<file path="config.mk">
export PLATFORM = sky130hd
export DESIGN_NAME = cfg_scan_loader
export DESIGN_NICKNAME = d
export VERILOG_FILES = /design/src/rtl/cfg_pkg.sv /design/src/rtl/cfg_word_piso.sv /design/src/rtl/cfg_scan_loader.sv
export SDC_FILE = /design/constraint.sdc
export NUM_CORES = 1
export LEC_CHECK = 0
export ABC_AREA = 1
export CAP_MARGIN = 20
export CORE_MARGIN = 10
export CORE_UTILIZATION = 59
export DETAILED_ROUTE_END_ITERATION = 8
export PLACE_DENSITY = 0.89
export SETUP_SLACK_MARGIN = 0.1
export SLEW_MARGIN = 20
export SYNTH_ARGS = -nofsm -noshare
export SYNTH_HDL_FRONTEND = slang
export SYNTH_HIERARCHICAL = 1
export SYNTH_SLANG_ARGS = --single-unit
export TNS_END_PERCENT = 10
</file>
<file path="constraint.sdc">
create_clock -name clk -period 3 [get_ports clk]
set_clock_uncertainty 0.05 [all_clocks]
set_input_delay 0.75 -clock clk [delete_from_list [all_inputs] [get_ports clk]]
set_output_delay 0.75 -clock clk [all_outputs]
set_load 0.02 [all_outputs]
</file>
<file path="src/rtl/cfg_pkg.sv">
// Shared types and constants for the configuration scan-chain loader.
// The chain-length helper sizes a single CLB chain: config FF, input selects and LUT.
package cfg_pkg;

  typedef enum logic [1:0] {
    IDLE = 2'd0,
    LOAD = 2'd1,
    DONE = 2'd2
  } cfg_state_e;

  localparam int WORD_WIDTH_DEF = 8;

  // ble_num below 1 describes an empty fabric and therefore an empty chain
  function automatic int clb_chain_len(input int in_width, input int sel_width, input int ble_num);
    if (ble_num < 1) return 0;
    return 1 + in_width * sel_width + 2 ** in_width;
  endfunction

  localparam int CHAIN_LEN_DEF = clb_chain_len(4, 3, 1);

endpackage

</file>
<file path="src/rtl/cfg_word_piso.sv">
// Parallel-in serial-out word buffer, LSB first, tracking how many bits remain valid.
// Exposes next-cycle empty/last flags so the owner can register its handshake outputs.
module cfg_word_piso
  import cfg_pkg::*;
#(
  parameter int WIDTH = WORD_WIDTH_DEF,
  parameter int CNT_W = $clog2(WIDTH + 1)
) (
  input  logic             clk_i,
  input  logic             reset_i,
  input  logic             flush_i,
  input  logic             load_i,
  input  logic             shift_i,
  input  logic [WIDTH-1:0] word_i,
  input  logic [CNT_W-1:0] nbits_i,
  output logic             lsb_o,
  output logic             empty_nxt_o,
  output logic             last_nxt_o
);

  logic [WIDTH-1:0] data_q, data_d;
  logic [CNT_W-1:0] cnt_q, cnt_d;

  // A load on the same edge as the final shift replaces the spent word, so there is no bubble
  always_comb begin
    data_d = data_q;
    cnt_d  = cnt_q;
    if (flush_i) begin
      data_d = '0;
      cnt_d  = '0;
    end else if (load_i) begin
      data_d = word_i;
      cnt_d  = nbits_i;
    end else if (shift_i && (cnt_q != '0)) begin
      data_d = data_q >> 1;
      cnt_d  = cnt_q - CNT_W'(1);
    end
  end

  always_ff @(posedge clk_i or posedge reset_i) begin
    if (reset_i) begin
      data_q <= '0;
      cnt_q  <= '0;
    end else begin
      data_q <= data_d;
      cnt_q  <= cnt_d;
    end
  end

  assign lsb_o       = data_q[0];
  assign empty_nxt_o = (cnt_d == '0);
  assign last_nxt_o  = (cnt_d == CNT_W'(1));

endmodule

</file>
<file path="src/rtl/cfg_scan_loader.sv">
// Streams host configuration words LSB-first into the CLB scan chain, counts exactly
// CHAIN_LEN issued bits, returns the old chain contents and holds the fabric in reset meanwhile.
module cfg_scan_loader
  import cfg_pkg::*;
#(
  parameter int CHAIN_LEN  = CHAIN_LEN_DEF,
  parameter int WORD_WIDTH = WORD_WIDTH_DEF,
  parameter int CNT_WIDTH  = 16
) (
  input  logic                  clk,
  input  logic                  reset,
  input  logic                  start,
  input  logic                  abort,
  input  logic [WORD_WIDTH-1:0] word_data,
  input  logic                  word_valid,
  output logic                  word_ready,
  output logic                  scan_in,
  output logic                  scan_en,
  output logic                  scan_clk_en,
  input  logic                  scan_out,
  output logic                  rb_bit,
  output logic                  rb_valid,
  output logic                  busy,
  output logic                  cfg_done,
  output logic                  fabric_reset
);

  localparam int PW = $clog2(WORD_WIDTH + 1);
  localparam logic [CNT_WIDTH-1:0] LEN_C  = CNT_WIDTH'(CHAIN_LEN);
  localparam logic [CNT_WIDTH-1:0] LAST_C = CNT_WIDTH'(CHAIN_LEN - 1);
  localparam logic [CNT_WIDTH-1:0] WW_C   = CNT_WIDTH'(WORD_WIDTH);

  cfg_state_e           state_q, state_d;
  logic [CNT_WIDTH-1:0] bit_cnt_q, bit_cnt_d;
  logic [CNT_WIDTH-1:0] acc_q, acc_d;
  logic [CNT_WIDTH-1:0] remain;
  logic [PW-1:0]        nbits;

  logic word_ready_q, word_ready_d;
  logic scan_en_q, scan_en_d;
  logic scan_clk_en_q, scan_clk_en_d;
  logic rb_bit_q, rb_bit_d;
  logic rb_valid_q, rb_valid_d;
  logic busy_q, busy_d;
  logic cfg_done_q, cfg_done_d;
  logic fabric_reset_q, fabric_reset_d;

  logic accept, issue, piso_flush, piso_lsb, piso_empty_nxt, piso_last_nxt;

  assign accept     = word_valid && word_ready_q;
  assign issue      = scan_clk_en_q;
  assign piso_flush = abort || (state_q != LOAD);

  // acc_q counts bits committed to the buffer; the final word is trimmed to what the chain still needs
  assign remain = LEN_C - acc_q;
  assign nbits  = (remain >= WW_C) ? PW'(WORD_WIDTH) : remain[PW-1:0];

  cfg_word_piso #(
    .WIDTH (WORD_WIDTH),
    .CNT_W (PW)
  ) u_piso (
    .clk_i       (clk),
    .reset_i     (reset),
    .flush_i     (piso_flush),
    .load_i      (accept),
    .shift_i     (issue),
    .word_i      (word_data),
    .nbits_i     (nbits),
    .lsb_o       (piso_lsb),
    .empty_nxt_o (piso_empty_nxt),
    .last_nxt_o  (piso_last_nxt)
  );

  always_comb begin : next_state
    state_d   = state_q;
    bit_cnt_d = bit_cnt_q;
    acc_d     = acc_q;
    if (abort) begin
      state_d   = IDLE;
      bit_cnt_d = '0;
      acc_d     = '0;
    end else begin
      case (state_q)
        IDLE: begin
          bit_cnt_d = '0;
          acc_d     = '0;
          if (start) state_d = LOAD;
        end
        LOAD: begin
          if (accept) acc_d = acc_q + CNT_WIDTH'(nbits);
          if (issue) begin
            bit_cnt_d = bit_cnt_q + CNT_WIDTH'(1);
            if (bit_cnt_q == LAST_C) state_d = DONE;
          end
        end
        DONE: begin
          if (start) begin
            state_d   = LOAD;
            bit_cnt_d = '0;
            acc_d     = '0;
          end
        end
        default: state_d = IDLE;
      endcase
    end
  end

  // Outputs are computed from next-state values so every port comes straight off a flop
  always_comb begin : outputs
    busy_d         = (state_d == LOAD);
    scan_en_d      = (state_d == LOAD);
    scan_clk_en_d  = (state_d == LOAD) && !piso_empty_nxt;
    word_ready_d   = (state_d == LOAD) && (acc_d < LEN_C) && (piso_empty_nxt || piso_last_nxt);
    cfg_done_d     = (state_d == DONE);
    fabric_reset_d = !((state_q == DONE) && (state_d == DONE));
    rb_valid_d     = scan_clk_en_q;
    rb_bit_d       = scan_clk_en_q ? scan_out : rb_bit_q;
  end

  always_ff @(posedge clk or posedge reset) begin
    if (reset) begin
      state_q        <= IDLE;
      bit_cnt_q      <= '0;
      acc_q          <= '0;
      word_ready_q   <= 1'b0;
      scan_en_q      <= 1'b0;
      scan_clk_en_q  <= 1'b0;
      rb_bit_q       <= 1'b0;
      rb_valid_q     <= 1'b0;
      busy_q         <= 1'b0;
      cfg_done_q     <= 1'b0;
      fabric_reset_q <= 1'b1;
    end else begin
      state_q        <= state_d;
      bit_cnt_q      <= bit_cnt_d;
      acc_q          <= acc_d;
      word_ready_q   <= word_ready_d;
      scan_en_q      <= scan_en_d;
      scan_clk_en_q  <= scan_clk_en_d;
      rb_bit_q       <= rb_bit_d;
      rb_valid_q     <= rb_valid_d;
      busy_q         <= busy_d;
      cfg_done_q     <= cfg_done_d;
      fabric_reset_q <= fabric_reset_d;
    end
  end

  assign word_ready   = word_ready_q;
  assign scan_in      = piso_lsb;
  assign scan_en      = scan_en_q;
  assign scan_clk_en  = scan_clk_en_q;
  assign rb_bit       = rb_bit_q;
  assign rb_valid     = rb_valid_q;
  assign busy         = busy_q;
  assign cfg_done     = cfg_done_q;
  assign fabric_reset = fabric_reset_q;

endmodule

</file>
==> metrics.md <==
| Metric | Value |
|---|---|
| Clock latency on the worst-skew pair | 0.32 ns |
| Largest cells by area after synthesis | dfrtp_1, nand2_1, inv_1, nor2_1, nand3_1 |
| Final GP Congestion | 0.9517 |
| Status | finished, final reports clean |
| R2r endpoint | word_ready$_DFF_PP0_ |
| Crit. path cell count | 22 |
| Yosys warns | 6 |
| Clk network pwr share | 0.331 |
| Final setup viols | 0 |
| VDD IR max | 0.0003608 V |
| Crit. End Element | flip-flop |
| Setup tns final | 0 ns |
| Worst path slowest cell | dfrtp_1 |
| Tmin final | 2.980 ns |
| CP required | 3.20 ns |
| Layout cell share with drive strength beyond 1 | 0.2416 |
| Fin Hold WS | 0.4460 ns |
| Layout overhead on the synthesized area | 21.18% |
| Num Clock Sinks | 53 |
| Fraction of power spent switching nets | 0.2748 |
| Fin nets | 677 |
| Vias per std cell | 6.076 |
| Gate power share | 0.163 |
| Main synth FF type | dfrtp_1 |
| Clock root buffer | clkbuf_8 |
| Delay-heaviest family, CP | simple AND/OR/NAND/NOR gates |
| Final wirelength | 12260 um |
| P_int | 1083 uW |
| IO Pins | 23 |
| WS Path Type | flip-flop to flip-flop |
| Async S/R FF share, synth | 1.000 |
| Pins Over Slew Limit | 0 |
| Starting Density | 0.6013 |
| Final HPWL DP | 8321 um |
| Critical path buffers and inverters | 4 |
| Internal reg-to-reg setup slack | 0.02 ns |
| Static leakage | 0.002513 uW |
| Largest net degree at the start of global routing | 42 |
| Synthesized cell area | 4040 sq um |
| R2r startpoint | acc_q[1]$_DFF_PP0_ |
| Max-capacitance violation count | 0 |
| CTS Buf Count | 5 |
| Commonest non-fill, non-tap cell in the layout | nand2_1 |
| Routed wire per std cell | 16.61 um |
| Tightest Pin Transition | 0.6102 ns |
| First-pass GRT wire length | 18060 um |
| Clock buffer depth | 2 |
| Remaining global-route overflow | 0 |
| Pwr dens | 305.0 nW/um^2 |
| Die X-Extent | 102.8 um |
| Cells on worst reg2reg path | 22 |
| Mapped Avg Cell Area | 6.802 sq um |
| Worst rel slew slack | 0.5928 |
| Core area | 6719 sq um |
| RSZ-0062 raised after global routing | true |
| Yosys reg bits | 53 |
| Clock slew at reported path FFs | 0.10 ns |
| # port buffers | 22 |
| Yosys cell types | 40 |
| Vias in the first global route | 3963 |
| Final Hold Violating Endpoints | 0 |
| Drt drc | 0 |
| P_sw | 410.4 uW |
| ANT nets after route | 0 |
| Syn_nets | 614 |
| Critical-path maximum fanout | 4 |
| Post-synth EDFFs | 0 |
| Tot Pwr | 1493 uW |
| Antenna violations before repair | 0 |
| CP startpoint kind | flip-flop |
| Worst hold start | rb_bit$_DFFE_PP0P_ |
| Max Freq | 335.6 MHz |
| Die area | 10560 sq um |
| Filler cell count | 460 |
| Hold crit path type | flip-flop to flip-flop |
| Register area share after synthesis | 0.3286 |
| Post-DP Area | 4473 sq um |
| 1st-iter DRT viols | 571 |
| CP peak stage delay | 0.44 ns |
| 1st-pass router iterations | 8 |
| Most frequent CP cell | nor2_1 |
| Antenna diode count | 0 |
| Total Routing Usage GR | 0.2101 |
| Synth top area share | 0.3221 |
| Hold EP | rb_bit$_DFFE_PP0P_ |
| DR vias | 4484 |
| Final core utilization | 0.7287 |
| Most frequent cells in the layout | nand2_1, inv_1, nor2_1 |
| Hold path cells | 2 |
| TritonCTS clock tree | done |
| Arr. time, crit path | 3.18 ns |
| Finished Cell Area | 4896 sq um |
| Mapped Cells | 594 |
| Row count | 30 |
| CTS Hold Bufs | 0 |
| Seq pwr share | 0.505 |
| Chip height | 102.8 um |
| H-Tree Depth | 2 |
| Largest area contributor in the netlist | dfrtp_1 |
| Period utilization | 0.9932 |
| Critical Path, Cell by Cell | ha_4 -> inv_4 -> nor2_4 -> nand2_1 -> nand2_2 -> inv_1 -> nor2_1 -> nand4_1 -> nor2_2 -> inv_2 -> nor2_1 -> inv_1 -> nor2_2 -> o21bai_2 -> nand2_1 -> nor2_1 -> nor2_1 -> nor2_1 -> nand3_1 -> nor2_2 -> nand3_2 -> nor2_2 |
==> cell families (layout without fill, tap and decap cells) <==
group                      after synthesis  count (layout)  synth area share
and+or+nand+nor                        338             338            0.3980
buffers and inverters                   99             163            0.1031
AOI/OAI and AO/OA                       92              92            0.1400
DFF                                     53              53            0.3286
adders and majority gates                6               6           0.01858
xor gates and xnor gates                 5               5           0.01084
other                                    1               1         0.0009282
==> cell usage after synthesis (2+ instances only) <==
| cell | count |
|---|---|
| a21oi_1 | 45 |
| nand3_2 | 7 |
| o22ai_1 | 4 |
| nand2_4 | 4 |
| nor2_1 | 71 |
| nand2_1 | 136 |
| nand3_1 | 49 |
| clkinv_1 | 2 |
| a22oi_1 | 8 |
| inv_2 | 7 |
| nor2_2 | 13 |
| nor2_4 | 5 |
| nand2_2 | 12 |
| nand4_1 | 12 |
| nor3b_1 | 4 |
| ha_1 | 6 |
| xor2_1 | 5 |
| a211oi_1 | 2 |
| buf_4 | 4 |
| clkbuf_1 | 3 |
| a21oi_2 | 9 |
| inv_1 | 74 |
| buf_6 | 3 |
| buf_2 | 6 |
| dfrtp_1 | 52 |
| o21ai_0 | 12 |
| nor4_1 | 7 |
| nor3_1 | 15 |
| o21a_1 | 2 |
| o21ai_1 | 5 |
==> power groups by stage <==
stage | Sequential [uW] | Clock (uW) | Combinational, uW
CTS | 753 | 496 | 231
floorplan | 776 | 0 | 126
global placement | 766 | 0 | 221
global route | 757 | 524 | 264
finish | 755 | 495 | 244
detailed placement | 767 | 0 | 228
==> worst register-to-register path, stage by stage (launching register included) <==
cell	delay, ns
dfrtp_1	0.44
ha_4	0.20
inv_4	0.06
nor2_4	0.20
nand2_1	0.10
nand2_2	0.10
inv_1	0.04
nor2_1	0.11
nand4_1	0.17
nor2_2	0.14
inv_2	0.08
nor2_1	0.09
inv_1	0.06
nor2_2	0.13
o21bai_2	0.15
nand2_1	0.10
nor2_1	0.13
nor2_1	0.07
nor2_1	0.11
nand3_1	0.09
nor2_2	0.11
nand3_2	0.09
nor2_2	0.12
==> sequential cells by signal, indices dropped and copies added, names as in the netlist, 2 cells and up <==
signal         cells
bit_cnt_q         16
u_piso/data_q      8
acc_q             16
u_piso/cnt_q       4
state_q            2
==> final cells by class <==
cell class,count,area (sq um),area share
multi-input combinational,442,2429,0.4960
clock inverter,3,43.79,0.008945
tap,80,100.1,0.02044
clock buffer,5,68.82,0.01406
timing repair buffer,72,599.3,0.1224
sequential,53,1339,0.2734
inverter,83,316.6,0.06466
==> worst max path at each step <==
| stage | start | slack, ns | endpoint |
|---|---|---|---|
| floorplan | acc_q[2]$_DFF_PP0_ | 0.37 | word_ready$_DFF_PP0_ |
| global placement | start | 0.07 | bit_cnt_q[14]$_DFFE_PP0P_ |
| detailed placement | start | -0.07 | bit_cnt_q[14]$_DFFE_PP0P_ |
| CTS | acc_q[6]$_DFF_PP0_ | 0.10 | word_ready$_DFF_PP0_ |
| global route | acc_q[1]$_DFF_PP0_ | -0.22 | word_ready$_DFF_PP0_ |
| finish | acc_q[1]$_DFF_PP0_ | 0.02 | word_ready$_DFF_PP0_ |
==> routing by layer <==
metal | wire (um) | global-route usage
met1 | 4847 | 0.2730
met2 | 5885 | 0.3449
met3 | 1017 | 0.02815
met4 | 507 | 0.08449
met5 | 0 | 0
==> through the flow <==
step	std cells	worst slack, ns
finish	738	0.02029
global route	738	-0.2162
CTS	722	0.1039
detailed placement	709	-0.07220
global placement	709	0.06990
floorplan	594	0.3674
==> repair_timing <==
action | CTS | global route
pin swaps | 5 | 25
buffers inserted | 5 | 16
gates resized for setup | 5 | 47
cloned | 0 | 0
endpoints found under the setup margin | 1 | 8
Note: power is estimated with default switching activity, not from simulation.
